$ cat src/rtl/mem_stage_lsu.sv
// mem_stage_lsu
//   Memory-stage load/store unit. Takes the M-stage control and data
//   registered at the EX->MEM boundary, runs one req/ack bus transaction
//   per aligned access, and returns sign/zero-extended load data toward
//   MEM/WB. Misaligned accesses are dropped with a one-cycle flag, and a
//   bus that never acks is abandoned after TIMEOUT_CYCLES busy cycles.
//
// Ports
//   CLK, RST_N            clock (rising edge), async active-low reset
//   MemReadM, MemWriteM   load / store in M stage (write wins if both set)
//   Funct3M               000 B, 001 H, 010 W, 100 BU, 101 HU (011/11x = W)
//   AluResultM            byte address
//   WriteDataM            store data
//   ReadDataM             extended load data, valid in DONE
//   StallM                hold F/D/E/M stages
//   MisalignM             pulse: misaligned access dropped
//   BusErrM               pulse in DONE after a timeout abort
//   BusReq/BusWe/BusAddr/BusWdata/BusBe   bus request, held until BusAck
//   BusRdata, BusAck      bus response
//   DbgState              current FSM state (0 IDLE, 1 BUSY, 2 DONE)
//
// Handshake: BusReq rises on entry to BUSY and stays high, with BusWe,
// BusAddr, BusBe and BusWdata stable, until the cycle in which BusAck is
// sampled high at a rising edge; BusRdata is sampled in that same cycle.
// BusAck seen outside BUSY is ignored.
//
// Only WIDTH = 32 is supported; TIMEOUT_CYCLES must fit in 16 bits.

module mem_stage_lsu #(
  parameter int WIDTH          = 32,
  parameter int TIMEOUT_CYCLES = 255
) (
  input  logic             CLK,
  input  logic             RST_N,
  input  logic             MemReadM,
  input  logic             MemWriteM,
  input  logic [2:0]       Funct3M,
  input  logic [WIDTH-1:0] AluResultM,
  input  logic [WIDTH-1:0] WriteDataM,
  output logic [WIDTH-1:0] ReadDataM,
  output logic             StallM,
  output logic             MisalignM,
  output logic             BusErrM,
  output logic             BusReq,
  output logic             BusWe,
  output logic [WIDTH-1:0] BusAddr,
  output logic [WIDTH-1:0] BusWdata,
  output logic [3:0]       BusBe,
  input  logic [WIDTH-1:0] BusRdata,
  input  logic             BusAck,
  output logic [1:0]       DbgState
);

  typedef enum logic [1:0] {
    S_IDLE = 2'd0,
    S_BUSY = 2'd1,
    S_DONE = 2'd2
  } state_e;

  localparam logic [15:0] CNT_MAX = 16'hFFFF;
  localparam logic [15:0] TO_LAST = 16'(TIMEOUT_CYCLES - 1);

  state_e           state_q, state_d;
  logic [15:0]      cnt_q, cnt_d;
  logic             we_q, we_d;
  logic [29:0]      word_q, word_d;
  logic [1:0]       off_q, off_d;
  logic [3:0]       be_q, be_d;
  logic [WIDTH-1:0] wdata_q, wdata_d;
  logic [2:0]       f3_q, f3_d;
  logic [WIDTH-1:0] rdata_q, rdata_d;
  logic             err_q, err_d;

  logic             access, aligned, size_h, size_w, timed_out;
  logic [3:0]       be_new;
  logic [WIDTH-1:0] wdata_new, rd_shift, ld_ext;
  logic [7:0]       ld_byte;
  logic [15:0]      ld_half;

  // Request decode in IDLE
  always_comb begin
    access  = MemReadM | MemWriteM;
    size_w  = Funct3M[1];
    size_h  = (Funct3M[1:0] == 2'b01);
    aligned = size_w ? (AluResultM[1:0] == 2'b00) :
              size_h ? ~AluResultM[0] : 1'b1;
    if (size_w) begin
      be_new    = 4'b1111;
      wdata_new = WriteDataM;
    end else if (size_h) begin
      be_new    = AluResultM[1] ? 4'b1100 : 4'b0011;
      wdata_new = {2{WriteDataM[15:0]}};
    end else begin
      be_new    = 4'b0001 << AluResultM[1:0];
      wdata_new = {4{WriteDataM[7:0]}};
    end
  end

  // Load lane extraction from the latched byte offset
  always_comb begin
    rd_shift = BusRdata >> {off_q, 3'b000};
    ld_byte  = rd_shift[7:0];
    ld_half  = off_q[1] ? BusRdata[31:16] : BusRdata[15:0];
    case (f3_q)
      3'b000:  ld_ext = {{24{ld_byte[7]}}, ld_byte};
      3'b001:  ld_ext = {{16{ld_half[15]}}, ld_half};
      3'b100:  ld_ext = {24'd0, ld_byte};
      3'b101:  ld_ext = {16'd0, ld_half};
      default: ld_ext = BusRdata;
    endcase
  end

  // An ack in the last allowed cycle still completes the access
  assign timed_out = (TIMEOUT_CYCLES != 0) && (cnt_q == TO_LAST) && !BusAck;

  always_comb begin
    state_d = state_q;
    cnt_d   = cnt_q;
    we_d    = we_q;
    word_d  = word_q;
    off_d   = off_q;
    be_d    = be_q;
    wdata_d = wdata_q;
    f3_d    = f3_q;
    rdata_d = rdata_q;
    err_d   = 1'b0;
    case (state_q)
      S_IDLE: begin
        if (access && aligned) begin
          state_d = S_BUSY;
          cnt_d   = 16'd0;
          we_d    = MemWriteM;
          word_d  = AluResultM[31:2];
          off_d   = AluResultM[1:0];
          be_d    = be_new;
          wdata_d = wdata_new;
          f3_d    = Funct3M;
        end
      end
      S_BUSY: begin
        cnt_d = (cnt_q == CNT_MAX) ? cnt_q : cnt_q + 16'd1;
        if (BusAck) begin
          state_d = S_DONE;
          rdata_d = we_q ? '0 : ld_ext;
        end else if (timed_out) begin
          state_d = S_DONE;
          rdata_d = '0;
          err_d   = 1'b1;
        end
      end
      default: state_d = S_IDLE;
    endcase
  end

  always_ff @(posedge CLK or negedge RST_N) begin
    if (!RST_N) begin
      state_q <= S_IDLE;
      cnt_q   <= '0;
      we_q    <= 1'b0;
      word_q  <= '0;
      off_q   <= '0;
      be_q    <= '0;
      wdata_q <= '0;
      f3_q    <= '0;
      rdata_q <= '0;
      err_q   <= 1'b0;
    end else begin
      state_q <= state_d;
      cnt_q   <= cnt_d;
      we_q    <= we_d;
      word_q  <= word_d;
      off_q   <= off_d;
      be_q    <= be_d;
      wdata_q <= wdata_d;
      f3_q    <= f3_d;
      rdata_q <= rdata_d;
      err_q   <= err_d;
    end
  end

  // Stall covers the issuing IDLE cycle and every BUSY cycle; the pipeline
  // advances at the end of DONE. Gated by RST_N so reset releases it at once.
  assign StallM    = RST_N && (((state_q == S_IDLE) && access && aligned) ||
                               (state_q == S_BUSY));
  assign MisalignM = RST_N && (state_q == S_IDLE) && access && !aligned;
  assign BusReq    = (state_q == S_BUSY);
  assign BusWe     = we_q;
  assign BusAddr   = {word_q, 2'b00};
  assign BusBe     = be_q;
  assign BusWdata  = wdata_q;
  assign ReadDataM = rdata_q;
  assign BusErrM   = err_q;
  assign DbgState  = state_q;

endmodule

$ cat config.mk
export PLATFORM = sky130hd
export DESIGN_NAME = mem_stage_lsu
export DESIGN_NICKNAME = d
export VERILOG_FILES = /design/src/rtl/mem_stage_lsu.sv
export SDC_FILE = /design/constraint.sdc
export NUM_CORES = 1
export LEC_CHECK = 0
export CAP_MARGIN = 15
export CORE_UTILIZATION = 32
export CTS_CLUSTER_DIAMETER = 150
export DETAILED_ROUTE_END_ITERATION = 16
export GPL_TIMING_DRIVEN = 0
export PLACE_DENSITY = 0.59
export SETUP_SLACK_MARGIN = 0.05
export SYNTH_ARGS = -nofsm -noshare
export SYNTH_HDL_FRONTEND = slang
export SYNTH_SLANG_ARGS = --single-unit
export TNS_END_PERCENT = 10
$ cat constraint.sdc
create_clock -name CLK -period 4.1 [get_ports CLK]
set_clock_uncertainty 0.1 [all_clocks]
set_input_delay 0.82 -clock CLK [delete_from_list [all_inputs] [get_ports CLK]]
set_output_delay 0.82 -clock CLK [all_outputs]
set_load 0.01 [all_outputs]
==> parameters.txt <==
Parameter                              Value

Status
  Run status ... complete, no violations

Detailed routing
  Via count ... 5354
  Antenna-violating nets left ... 0
  Routed via count divided by cell count ... 4.87
  Detailed Route Iter0 Violations ... 281
  Total routed wirelength ... 18700 um
  DRT Pass-1 Iters ... 4
  Drc violations ... 0
  Routed wire per std cell ... 17.0 um

Clocking
  Maximum root-to-sink buffer count ... 2
  Cts-stage hold buffer count ... 0
  CTS tree ... yes
  Root Buffer ... sky130_fd_sc_hd__clkbuf_16
  Number of levels the H-tree was split into ... 4
  Worst-path clk slew ... 60 ps
  Later-pin clock latency in the skew report ... 410 ps
  CTS buffer count ... 17
  CTS Sinks ... 123

STA
  RSZ-0062 raised after global routing ... no
  Period utilisation layout ... 92.6%
  Setup TNS Final ... 0 ps
  Relative max-transition margin ... 45.5%
  Endpoints failing setup ... 0
  Number of max-slew violations in the final report ... 0
  Final number of hold-violating endpoints ... 0
  Worst-margin pin slew ... 818 ps
  Fmax achieved ... 0.264 GHz
  Shortest clock period the worst path allows after layout ... 3800 ps

Setup path
  Kind of start point of the critical path ... input pin
  Worst flop-to-flop path endpoint ... BusWdata[0]$_DFFE_PN0P_
  Register-to-Register Path Depth ... 7
  Sort of element at the end of the critical path ... output pin
  Endpoint arrival time on the critical path ... 2880 ps
  Worst Path Max Fanout ... 10
  Destination of the critical timing path ... StallM
  Required time worst endpoint ... 3180 ps
  Reg-to-reg slack, setup ... 1890 ps
  Start point of the critical path ... AluResultM[0]
  Type of the worst setup path ... in -> out
  Start of the worst register-to-register path ... DbgState[0]$_DFFE_PN0P_

Synthesis
  Synth unique cells ... 58
  Yosys top cell area share ... 52.3%
  Portion of the post-synthesis area used by sequential elements ... 52.3%
  Yosys reg bits ... 123
  Syn. warnings ... 0
  Area leader, netlist ... sky130_fd_sc_hd__dfrtp_1
  Gate count of the mapped netlist ... 628
  Number of enable-type register cells in the synthesized netlist ... 0
  Dominant synthesized flop cell ... sky130_fd_sc_hd__dfrtp_1
  Syn avg cell area ... 9.37 um^2
  Synth async-reset ratio ... 100%
  Synth top area cells ... sky130_fd_sc_hd__dfrtp_1 52%, sky130_fd_sc_hd__nand2_1 12%, sky130_fd_sc_hd__a221o_1 2.7%
  Post-Synthesis Cell Area ... 5880 um^2

Cells and area
  Most common cell after layout, fill and taps aside ... sky130_fd_sc_hd__clkdlybuf4s50_1
  Final Net Count ... 963
  Fillers ... 1721
  Area growth from synthesis to final layout ... 51.2%
  Number of cells in the finished layout apart from fillers ... 1099
  Share of final-layout standard cells stronger than drive strength 1 ... 8.51%
  Antenna diode count ... 0
  Top library cells by usage in the layout, fill and taps aside ... 207 x sky130_fd_sc_hd__clkdlybuf4s50_1, 191 x sky130_fd_sc_hd__nand2_1, 123 x sky130_fd_sc_hd__dfrtp_1

Floorplanning
  IO Pins ... 211
  Die X ... 138 um
  Die height ... 138 um
  Placeable Area ... 18000 um^2
  Die outline area ... 18900 um^2
  Std cell rows ... 49
  Starting density of the core ... 32.7%

Placement
  Port bufs ... 208
  Placed Cells incl. Taps ... 1067
  Hpwl dp ... 13600 um
  Final weighted congestion in routability-driven placement ... 0.807

Global routing
  Antenna violations before repair ... 0
  Via count of the first global-routing pass ... 5240
  Global-route wire length before repair ... 28600 um
  Remaining global-route overflow ... 0
  GRT Resource Usage Total ... 20.2%
  Pin count of the biggest net entering global routing ... 67

Run
  Max-cap violations ... 0

Power
  Largest vdd supply drop ... 0.310 mV
  P_leak ... 3.98 nW
  Total power per unit cell area ... 684 nW/um^2

Hold path
  Classification of the worst-slack hold path ... in -> async
cells in the mapped netlist (2+ instances only):
library cell               instances
sky130_fd_sc_hd__a211oi_1          8
sky130_fd_sc_hd__a21o_1           11
sky130_fd_sc_hd__a21oi_1           9
sky130_fd_sc_hd__a221o_1          16
sky130_fd_sc_hd__a31oi_1          16
sky130_fd_sc_hd__and2_1            3
sky130_fd_sc_hd__and3_1            4
sky130_fd_sc_hd__buf_1             2
sky130_fd_sc_hd__buf_2            17
sky130_fd_sc_hd__buf_4             2
sky130_fd_sc_hd__buf_6             2
sky130_fd_sc_hd__clkbuf_1         17
sky130_fd_sc_hd__clkbuf_2          2
sky130_fd_sc_hd__dfrtp_1         123
sky130_fd_sc_hd__ha_1              2
sky130_fd_sc_hd__inv_1            16
sky130_fd_sc_hd__mux2_2            7
sky130_fd_sc_hd__mux2i_1          10
sky130_fd_sc_hd__nand2_1         191
sky130_fd_sc_hd__nand2b_1          4
sky130_fd_sc_hd__nand3_1           8
sky130_fd_sc_hd__nand4_1           7
sky130_fd_sc_hd__nor2_1           26
sky130_fd_sc_hd__nor2b_1          24
sky130_fd_sc_hd__nor3_1            2
sky130_fd_sc_hd__nor3b_1           4
sky130_fd_sc_hd__nor4_1            6
sky130_fd_sc_hd__nor4b_1           5
sky130_fd_sc_hd__o21ai_0          23
sky130_fd_sc_hd__o221ai_1          7
sky130_fd_sc_hd__o31ai_1          16
sky130_fd_sc_hd__or2_2             3
sky130_fd_sc_hd__or3_1             2
sky130_fd_sc_hd__xnor2_1           9
cells by family (layout without fill, tap and decap cells):
group / after synthesis / in the layout / share of synthesized area [%]
buffers and inverters: 59 / 300 / 4.55
and+or+nand+nor: 296 / 296 / 23.0
adders and majority gates: 2 / 2 / 0.425
DFF: 123 / 123 / 52.3
xor gates and xnor gates: 10 / 10 / 1.49
AOI/OAI and AO/OA: 119 / 119 / 14.8
other: 1 / 2 / 0.0638
muxes: 18 / 18 / 3.42
how the worst min path moves through the flow:
stage	start	end	slack (ps)	cells after the start
finish	RST_N	cnt_q[3]$_DFFE_PN0P_	290	1
global route	RST_N	cnt_q[4]$_DFFE_PN0P_	330	1
CTS	RST_N	cnt_q[5]$_DFFE_PN0P_	310	1
detailed placement	word_q[29]$_DFFE_PN0P_	word_q[29]$_DFFE_PN0P_	360	2
global placement	word_q[29]$_DFFE_PN0P_	word_q[29]$_DFFE_PN0P_	360	2
floorplan	f3_q[2]$_DFFE_PN0P_	f3_q[2]$_DFFE_PN0P_	370	2
layout make-up:
type,count,area [um^2],share of cell area (%)
plain buffers,42,204,2.29
clock buffers,19,433,4.87
clock inverters,13,169,1.90
inverters,17,63.8,0.718
multi-input cells,447,2550,28.6
flip-flops and latches,123,3080,34.6
well taps,229,287,3.22
repair buffers,209,2110,23.7
power breakdown:
group          internal (mW)  switching, mW  total, mW
sequential              1.70          0.329       2.03
clock                  0.959          0.568       1.53
combinational           1.31           1.21       2.52
metrics by stage:
stage	utilization (%)	instance area (um^2)	hold slack (ps)	total power, mW	worst slack, ps
after global placement	45.9	8250	357	4.57	-3580
after floorplan	-	5890	369	3.17	1410
final	49.5	8890	288	6.08	305
after CTS	49.5	8880	309	6.15	147
after global routing	49.5	8890	328	6.48	179
after detailed placement	46.1	8280	361	4.58	154
per-layer routing:
layer	up-vias	wire length, um	GRT usage, %
met1	2506	8200	26.3
li1	2626	-	-
met4	0	201	5.92
met3	13	1840	7.28
met2	209	8470	31.2
met5	-	0	0
critical path: stages:
cell	delay [ps]
sky130_fd_sc_hd__clkdlybuf4s50_1	660
sky130_fd_sc_hd__o21ai_0	200
sky130_fd_sc_hd__a31oi_2	320
sky130_fd_sc_hd__buf_2	280
sky130_fd_sc_hd__nor3b_1	70
sky130_fd_sc_hd__clkdlybuf4s50_1	520
sequential cells by signal, summed over array words and instances, names as in the netlist:
| name | count |
|---|---|
| off_q | 2 |
| BusBe | 4 |
| DbgState | 2 |
| BusWe | 1 |
| f3_q | 3 |
| ReadDataM | 32 |
| BusErrM | 1 |
| cnt_q | 16 |
| word_q | 30 |
| BusWdata | 32 |
repair_timing:
item / CTS / global route
setup buffers: 0 / 0
gates resized for setup: 0 / 1
endpoints found under the setup margin: 0 / 1
endpoints found under the hold margin: 0 / 0
Note: power is estimated with default switching activity, not from simulation.
